**config.mk**
```make
export PLATFORM = sky130hd
export DESIGN_NAME = pipeline_ctrl
export DESIGN_NICKNAME = d
export VERILOG_FILES = /design/src/rtl/pipeline_ctrl_pkg.sv /design/src/rtl/pipeline_ctrl_sat_counter.sv /design/src/rtl/pipeline_ctrl.sv
export SDC_FILE = /design/constraint.sdc
export NUM_CORES = 1
export LEC_CHECK = 0
export CAP_MARGIN = 5
export CORE_ASPECT_RATIO = 1.5
export CORE_MARGIN = 2
export CORE_UTILIZATION = 50
export DETAILED_ROUTE_END_ITERATION = 8
export PLACE_DENSITY = 0.91
export REMOVE_ABC_BUFFERS = 1
export SLEW_MARGIN = 20
export SYNTH_ARGS = -nofsm -noshare
export SYNTH_HDL_FRONTEND = slang
export SYNTH_SLANG_ARGS = --single-unit
```
**constraint.sdc**
```tcl
create_clock -name clk_i -period 3.77 [get_ports clk_i]
set_input_delay 0.9425 -clock clk_i [delete_from_list [all_inputs] [get_ports clk_i]]
set_output_delay 0.9425 -clock clk_i [all_outputs]
set_load 0.03 [all_outputs]
```
**src/rtl/pipeline_ctrl_pkg.sv**
```systemverilog
// Shared definitions for the pipeline hazard/freeze controller: state codes,
// register-address width and the load-use hazard predicate.
package pipeline_ctrl_pkg;

  localparam int unsigned REG_W = 5;

  typedef logic [REG_W-1:0] reg_addr_t;

  localparam logic [1:0] ST_RUN      = 2'd0;
  localparam logic [1:0] ST_MEM_WAIT = 2'd1;
  localparam logic [1:0] ST_HALT     = 2'd2;

  // A load in EX feeding either ID source; x0 never creates a dependency.
  function automatic logic load_use_hazard(input logic      mem_read,
                                           input reg_addr_t rd,
                                           input reg_addr_t rs1,
                                           input reg_addr_t rs2);
    return mem_read && (rd != '0) && ((rd == rs1) || (rd == rs2));
  endfunction

endpackage

```
**src/rtl/pipeline_ctrl_sat_counter.sv**
```systemverilog
// Saturating up-counter used for the pipeline performance counters.
module pipeline_ctrl_sat_counter #(
  parameter int unsigned WIDTH = 16
) (
  input  logic             clk,
  input  logic             rst,
  input  logic             inc,
  input  logic             clear,
  output logic [WIDTH-1:0] count
);

  always_ff @(posedge clk or posedge rst) begin
    if (rst) begin
      count <= '0;
    end else if (clear) begin
      count <= '0;
    end else if (inc && (count != '1)) begin
      count <= count + 1'b1;
    end
  end

endmodule

```
**src/rtl/pipeline_ctrl.sv**
```systemverilog
// Pipeline hazard controller: load-use stalls, branch flushes, memory-wait
// freeze with timeout-to-halt, and saturating stall/flush counters.
module pipeline_ctrl
  import pipeline_ctrl_pkg::*;
#(
  parameter int unsigned TIMEOUT = 16,
  parameter int unsigned CNT_W   = 16
) (
  input  logic             clk_i,
  input  logic             rst_i,
  input  logic [REG_W-1:0] ID_Rs1_i,
  input  logic [REG_W-1:0] ID_Rs2_i,
  input  logic [REG_W-1:0] EX_Rd_i,
  input  logic             EX_MemRead_i,
  input  logic             ID_BranchTaken_i,
  input  logic             MEM_Req_i,
  input  logic             MEM_Ack_i,
  output logic             PCWrite_o,
  output logic             IFIDWrite_o,
  output logic             NoOp_o,
  output logic             Flush_o,
  output logic             Freeze_o,
  output logic             Halt_o,
  output logic [CNT_W-1:0] StallCnt_o,
  output logic [CNT_W-1:0] FlushCnt_o
);

  localparam logic [7:0] WAIT_LAST = 8'(TIMEOUT - 1);

  logic [1:0] state;
  logic [7:0] wait_cnt;
  logic       load_use;
  logic       mem_stall;
  logic       mem_done;
  logic       stall_inc;
  logic       flush_inc;

  assign load_use  = load_use_hazard(EX_MemRead_i, EX_Rd_i, ID_Rs1_i, ID_Rs2_i);
  assign mem_stall = MEM_Req_i && !MEM_Ack_i;
  // An acknowledge only counts when a request is actually outstanding.
  assign mem_done  = MEM_Req_i && MEM_Ack_i;

  always_ff @(posedge clk_i or posedge rst_i) begin
    if (rst_i) begin
      state    <= ST_RUN;
      wait_cnt <= '0;
    end else begin
      case (state)
        ST_RUN: begin
          if (mem_stall) begin
            state    <= ST_MEM_WAIT;
            wait_cnt <= 8'd1;
          end
        end
        ST_MEM_WAIT: begin
          if (mem_done) begin
            state    <= ST_RUN;
            wait_cnt <= '0;
          end else if (wait_cnt == WAIT_LAST) begin
            state <= ST_HALT;
          end else begin
            wait_cnt <= wait_cnt + 8'd1;
          end
        end
        ST_HALT: begin
          state <= ST_HALT;
        end
        default: begin
          state    <= ST_RUN;
          wait_cnt <= '0;
        end
      endcase
    end
  end

  assign Halt_o = (state == ST_HALT);

  always_comb begin
    Freeze_o    = (state == ST_HALT) || mem_stall;
    PCWrite_o   = 1'b1;
    IFIDWrite_o = 1'b1;
    NoOp_o      = 1'b0;
    Flush_o     = 1'b0;
    stall_inc   = 1'b0;
    flush_inc   = 1'b0;
    if (Freeze_o) begin
      PCWrite_o   = 1'b0;
      IFIDWrite_o = 1'b0;
    end else if (load_use) begin
      PCWrite_o   = 1'b0;
      IFIDWrite_o = 1'b0;
      NoOp_o      = 1'b1;
      stall_inc   = 1'b1;
    end else if (ID_BranchTaken_i) begin
      Flush_o   = 1'b1;
      flush_inc = 1'b1;
    end
  end

  pipeline_ctrl_sat_counter #(.WIDTH(CNT_W)) u_stall_cnt (
    .clk   (clk_i),
    .rst   (rst_i),
    .inc   (stall_inc),
    .clear (1'b0),
    .count (StallCnt_o)
  );

  pipeline_ctrl_sat_counter #(.WIDTH(CNT_W)) u_flush_cnt (
    .clk   (clk_i),
    .rst   (rst_i),
    .inc   (flush_inc),
    .clear (1'b0),
    .count (FlushCnt_o)
  );

endmodule

```
# Word-level counts from Yosys, hierarchy flattened
# Index checks and enable logic that the tools add are counted.
[word_totals] register_bits=42 in_bits=21 output_inout_bits=38
[op_classes] n_addsub=3 eq_ne=10 n_mux=15 bitwise=1 n_reduce_logical=13
[op_table] op="16-bit by 1-bit adder with 16-bit output, second input constant" n=2
[op_table] op="16-bit != test, second input constant" n=2
[op_table] op="8-bit two-way mux" n=3
[op_table] op="8-bit case mux with 3 select lines" n=1
[op_table] op="5-bit == test" n=2
[op_table] op="8-bit by 1-bit adder with 8-bit output, second input constant" n=1
[op_table] op="8-bit by 4-bit == test with 1-bit output, second input constant" n=1
[op_table] op="1-bit two-way mux" n=7
[op_table] op="1-bit logical AND" n=6
[op_table] op="2-bit two-way mux" n=3
[op_table] op="3-bit != test, second input constant" n=2
[op_table] op="2-bit case mux with 3 select lines" n=1
[op_table] op="5-bit nonzero test" n=1
[op_table] op="3-bit AND reduction" n=1
[op_table] op="2-bit by 1-bit == test with 1-bit output, second input constant" n=1
[op_table] op="2-bit == test, second input constant" n=1
[op_table] op="2-bit zero test" n=1
[op_table] op="1-bit logical OR" n=2
[op_table] op="2-bit != test, second input constant" n=1
[op_table] op="2-bit AND reduction" n=1
[op_table] op="1-bit zero test" n=1
[op_table] op="1-bit NOT" n=1

# Longest topological paths before layout
# Gate-level depths: netlist (run 1).
[depth] word_depth=6 ltp_mapped=8

# By module
# A second synthesis (run 1) with hierarchy kept.
[hier_totals] hier_cells=285 area_unflattened_um2=2597.5
[by_module_without_submodules] mod="pipeline_ctrl_sat_counter" instances=2 cells_per_inst=101 area_per_inst_um2=932.1 seq_area_each_um2=400.4
[by_module_without_submodules] mod="pipeline_ctrl" instances=1 cells_per_inst=83 area_per_inst_um2=733.2 seq_area_each_um2=250.2

# Worst setup path after synthesis (run 1)
# OpenSTA, ideal clock, no wires.
[synth_timing] path_kind="input to output" startpoint="input port EX_Rd_i[1]" endpoint="output port PCWrite_o" t_arrival_ps=2479 t_required_ps=2828 setup_slack_ps=349 cell_stages=5 cell_sequence="or4_4 -> o21ai_4 -> nor2_2 -> nor2_1 -> buf_4"
[synth_via] elab_chain_len=5
[synth_rtl] item="start, declared" line="pipeline_ctrl.sv:13" rtl="input logic [REG_W-1:0] EX_Rd_i,"
[synth_rtl] item="5-bit == test / 5-bit nonzero test (equally long branches)" line="pipeline_ctrl_pkg.sv:18" rtl="return mem_read && (rd != '0) && ((rd == rs1) || (rd == rs2));"
[synth_rtl] item="1-bit logical OR / 1-bit logical AND (equally long branches)" line="pipeline_ctrl_pkg.sv:18"
[synth_rtl] item="1-bit logical AND (*)" line="pipeline_ctrl_pkg.sv:18"
[synth_rtl] item="1-bit two-way mux (*) (2 in series)"
[synth_rtl] item="end, declared" line="pipeline_ctrl.sv:18" rtl="output logic PCWrite_o,"
# Mark *: on every way between the ends. The rest lies on a longest branch, timed or not.

# Worst setup path in the final report (run 1)
[layout_timing] startpoint="input port EX_Rd_i[1]" endpoint="output port PCWrite_o"
[layout_via] elab_chain_len=5
[layout_rtl] item="5-bit == test / 5-bit nonzero test (equally long branches)" line="pipeline_ctrl_pkg.sv:18"
[layout_rtl] item="1-bit logical OR / 1-bit logical AND (equally long branches)" line="pipeline_ctrl_pkg.sv:18"
[layout_rtl] item="1-bit logical AND (*)" line="pipeline_ctrl_pkg.sv:18"
[layout_rtl] item="1-bit two-way mux (*)" line="pipeline_ctrl.sv:89" rtl="end else if (load_use) begin"
[layout_rtl] item="1-bit two-way mux (*)" line="pipeline_ctrl.sv:86" rtl="if (Freeze_o) begin"
# Marks and branches as above.

==> results of run 1 <==
metal layers:
| metal | wire length (um) | global-route usage |
|---|---|---|
| met1 | 1935 | 0.2536 |
| met2 | 2750 | 0.3747 |
| met3 | 164 | 0.04776 |
| met4 | 140 | 0.09917 |
| met5 | 0 | 0 |
area by class of cell:
class | instances | area (um^2)
clock buffers | 6 | 72.57
clock inverters | 2 | 37.54
fillers | 346 | 1456
inverters | 6 | 22.52
multi-input cells | 171 | 1181
flip-flops and latches | 42 | 1051
well taps | 48 | 60.06
repair buffers | 60 | 585.6
power by group through the flow:
stage | clock network (mW) | registers [mW] | logic (mW)
2_1_floorplan | 0 | 0.662 | 0.144
3_3_place_gp | 0 | 0.590 | 0.365
3_5_place_dp | 0 | 0.594 | 0.373
4_1_cts | 0.361 | 0.586 | 0.375
5_1_grt | 0.381 | 0.598 | 0.403
6_report | 0.357 | 0.585 | 0.370
kinds of logic (layout without fill, tap and decap cells):
kind of cell | after synthesis | count (layout)
DFF | 42 | 42
buffers and inverters | 10 | 74
adders and majority gates | 3 | 3
muxes | 5 | 5
xor gates and xnor gates | 41 | 41
and+or+nand+nor | 102 | 102
AOI/OAI and AO/OA | 20 | 20
sequential cells by signal, summed over array words and instances (netlist names):
name and flops:
state 2, u_flush_cnt.count 16, wait_cnt 8, u_stall_cnt.count 16
final timing paths:
path / to / slack (ps)
min in group asynchronous: wait_cnt[4]$_DFFE_PP0P_ / 1070
max reg2reg: u_stall_cnt.count[1]$_DFFE_PP0P_ / 1590
min: u_stall_cnt.count[5]$_DFFE_PP0P_ / 500
max: PCWrite_o / 150
max in group asynchronous: state[1]$_DFFE_PP0P_ / 2350
min reg2reg: u_stall_cnt.count[5]$_DFFE_PP0P_ / 500
metrics by stage:
step	total power [mW]	cells	util	hold slack, ps
final	1.312	335	0.6740	502.4
after global routing	1.382	335	0.6740	522.9
after CTS	1.321	335	0.6740	505.7
after detailed placement	0.9671	327	0.6493	493.7
after global placement	0.9546	327	0.6493	471.7
after floorplan	0.8067	219	-	502.2
layout by cell type, fill, tap and decap left out, types with 3 or more instances in the layout:
cell,n
clkdlybuf4s50_1,54
dfrtp_1,42
xnor2_1,22
nand2_1,21
xor2_1,19
nor2_1,18
nand3_1,11
nand4_1,10
and3_1,9
inv_1,6
nor3_1,6
o21ai_0,6
buf_4,6
nand2b_1,5
clkbuf_8,5
nor3_2,4
a21oi_1,4
mux2_1,3
and2_1,3
ha_1,3
worst register-to-register path, stage by stage (launching register included):
cell and delay (ps):
dfrtp_1 440, ha_1 280, and4_4 210, a311o_2 380, nor2_2 390, mux2_1 370
==> out/results.ini, run 1 <==
[run_status]
status = finished, final reports clean

[timing]
finalCriticalPeriod_ps = 3617
fmax_mhz = 276.4
setup-tns-final_ps = 0
setup_slack_ps = 152.6
final.period_utilization = 0.9595
worstMarginPinSlew_ps = 517.9
fin_skew_ps = 8.508
rsz0062_at_grt = no
slew_viol_final = 0
setup_viol = 0
relSlewSlack = 0.6547
hold_viol = 0

[place]
place_hpwl_mm = 3.749
place.gp.congestion = 0.9191
numPortBuffers = 58
placed_area_um2 = 2900
place_ws_ps = 140.7

[yosys]
ys_seq_area_frac = 0.4613
synthTopCellsByCount = 42 x dfrtp_1, 22 x xnor2_1, 21 x nand2_1
synth_top_family_by_area = simple AND/OR/NAND/NOR gates
synth-xor-area-share = 0.1576
synth.most_common_cell = dfrtp_1
synth_top_area_frac = 0.4613
synth_fa_ha_area_frac = 0.01647
syn_area_um2 = 2278
yosysWarnings = 0
synth_top_flop_cell = dfrtp_1
yosys_register_bits = 42
yosysTopAreaCell = dfrtp_1
async_flop_share = 1.000
netlist_instances = 223
avgSynthCellArea_um2 = 10.22
synth-simple-area-share = 0.2510
synth.area.top_cells = dfrtp_1 46%, xnor2_1 8.5%, xor2_1 7.3%, nand2_1 3.5%, nor2_1 3.0%
synth_compound_area_frac = 0.06864
synth_edf_count = 0
synth_cell_type_count = 40
muxShareOfSynthArea = 0.02471

[layout]
area_delta_synth_final_pct = 32.13
drive_gt1_frac = 0.1115
diodes = 0
num-nets-final = 310
stdcell_area_um2 = 3010

[power_and_ir_drop]
max-vdd-ir-drop_mv = 0.2196
seq_power_share = 0.446
clkPwrFrac = 0.272
swShare = 0.3297
power_density_nw_per_um2 = 435.7
p_leak_nw = 1.313
pwr-share-comb = 0.282
p_switching_uw = 432.5
p_int_uw = 879.2

[job]
maxCapViolations = 0

[clock_tree]
cts_buffer_depth = 2
post-cts-setup-buffers = 0
root_buffer = clkbuf_8
hold_buffers = 0
clkTransAtPathRegs_ps = 80
clk_latency_ps = 300
clkSinkCount = 42
cts_resized = 0
htreeDepth = 2
tritoncts = built
cts_made_buffers = 5

[die]
die_x_um = 59.12
rows = 30
die_y_um = 86.68
initial_core_util = 0.5101
io_pins = 59
dieArea_um2 = 5124
core-area_um2 = 4467

[detailed_routing]
viasPerCell = 5.594
postRouteAntennaNets = 0
wire_per_inst_um = 14.90
drc = 0
drt_iter0_drc = 79
first_pass_iters = 4
vias = 1874
wirelength_mm = 4.991

[global_routing]
overflow = 0
antenna_found_initial = 0
grt_pass1_wl_mm = 8.604
grt_max_degree = 43
grt_pass1_vias = 1917
track_usage = 0.2182

[worst_setup_path]
worst_path_largest_cell_delay_ps = 590
cp_top_family = simple AND/OR/NAND/NOR gates
slowest_stage = or4_4
crit_type = input pin to primary output
startpoint = EX_Rd_i[1]
cp_max_fo = 4
critical_path_buf_inv_count = 2
path_cells = clkdlybuf4s50_1 > or4_4 > o21ai_4 > nor2_2 > nor2_1 > buf_4
rr_worst_depth = 5
worstSetupEndpointType = primary output
critical_path_depth = 6
r2r_start = u_stall_cnt.count[0]$_DFFE_PP0P_
required_ps = 2830
critPathArrivalTime_ps = 2670
start_kind = input pin

[worst_hold_path]
hold_depth = 1
worstHoldPathType = flip-flop to flip-flop
min_from = u_stall_cnt.count[5]$_DFFE_PP0P_

(Power assumes the default switching activity.)
==> run 2: changes to the inputs <==
- SKIP_LAST_GASP: not set -> 1
==> results of run 2 <==
No change in the layout: final DEF, timing and power equal those of run 1.
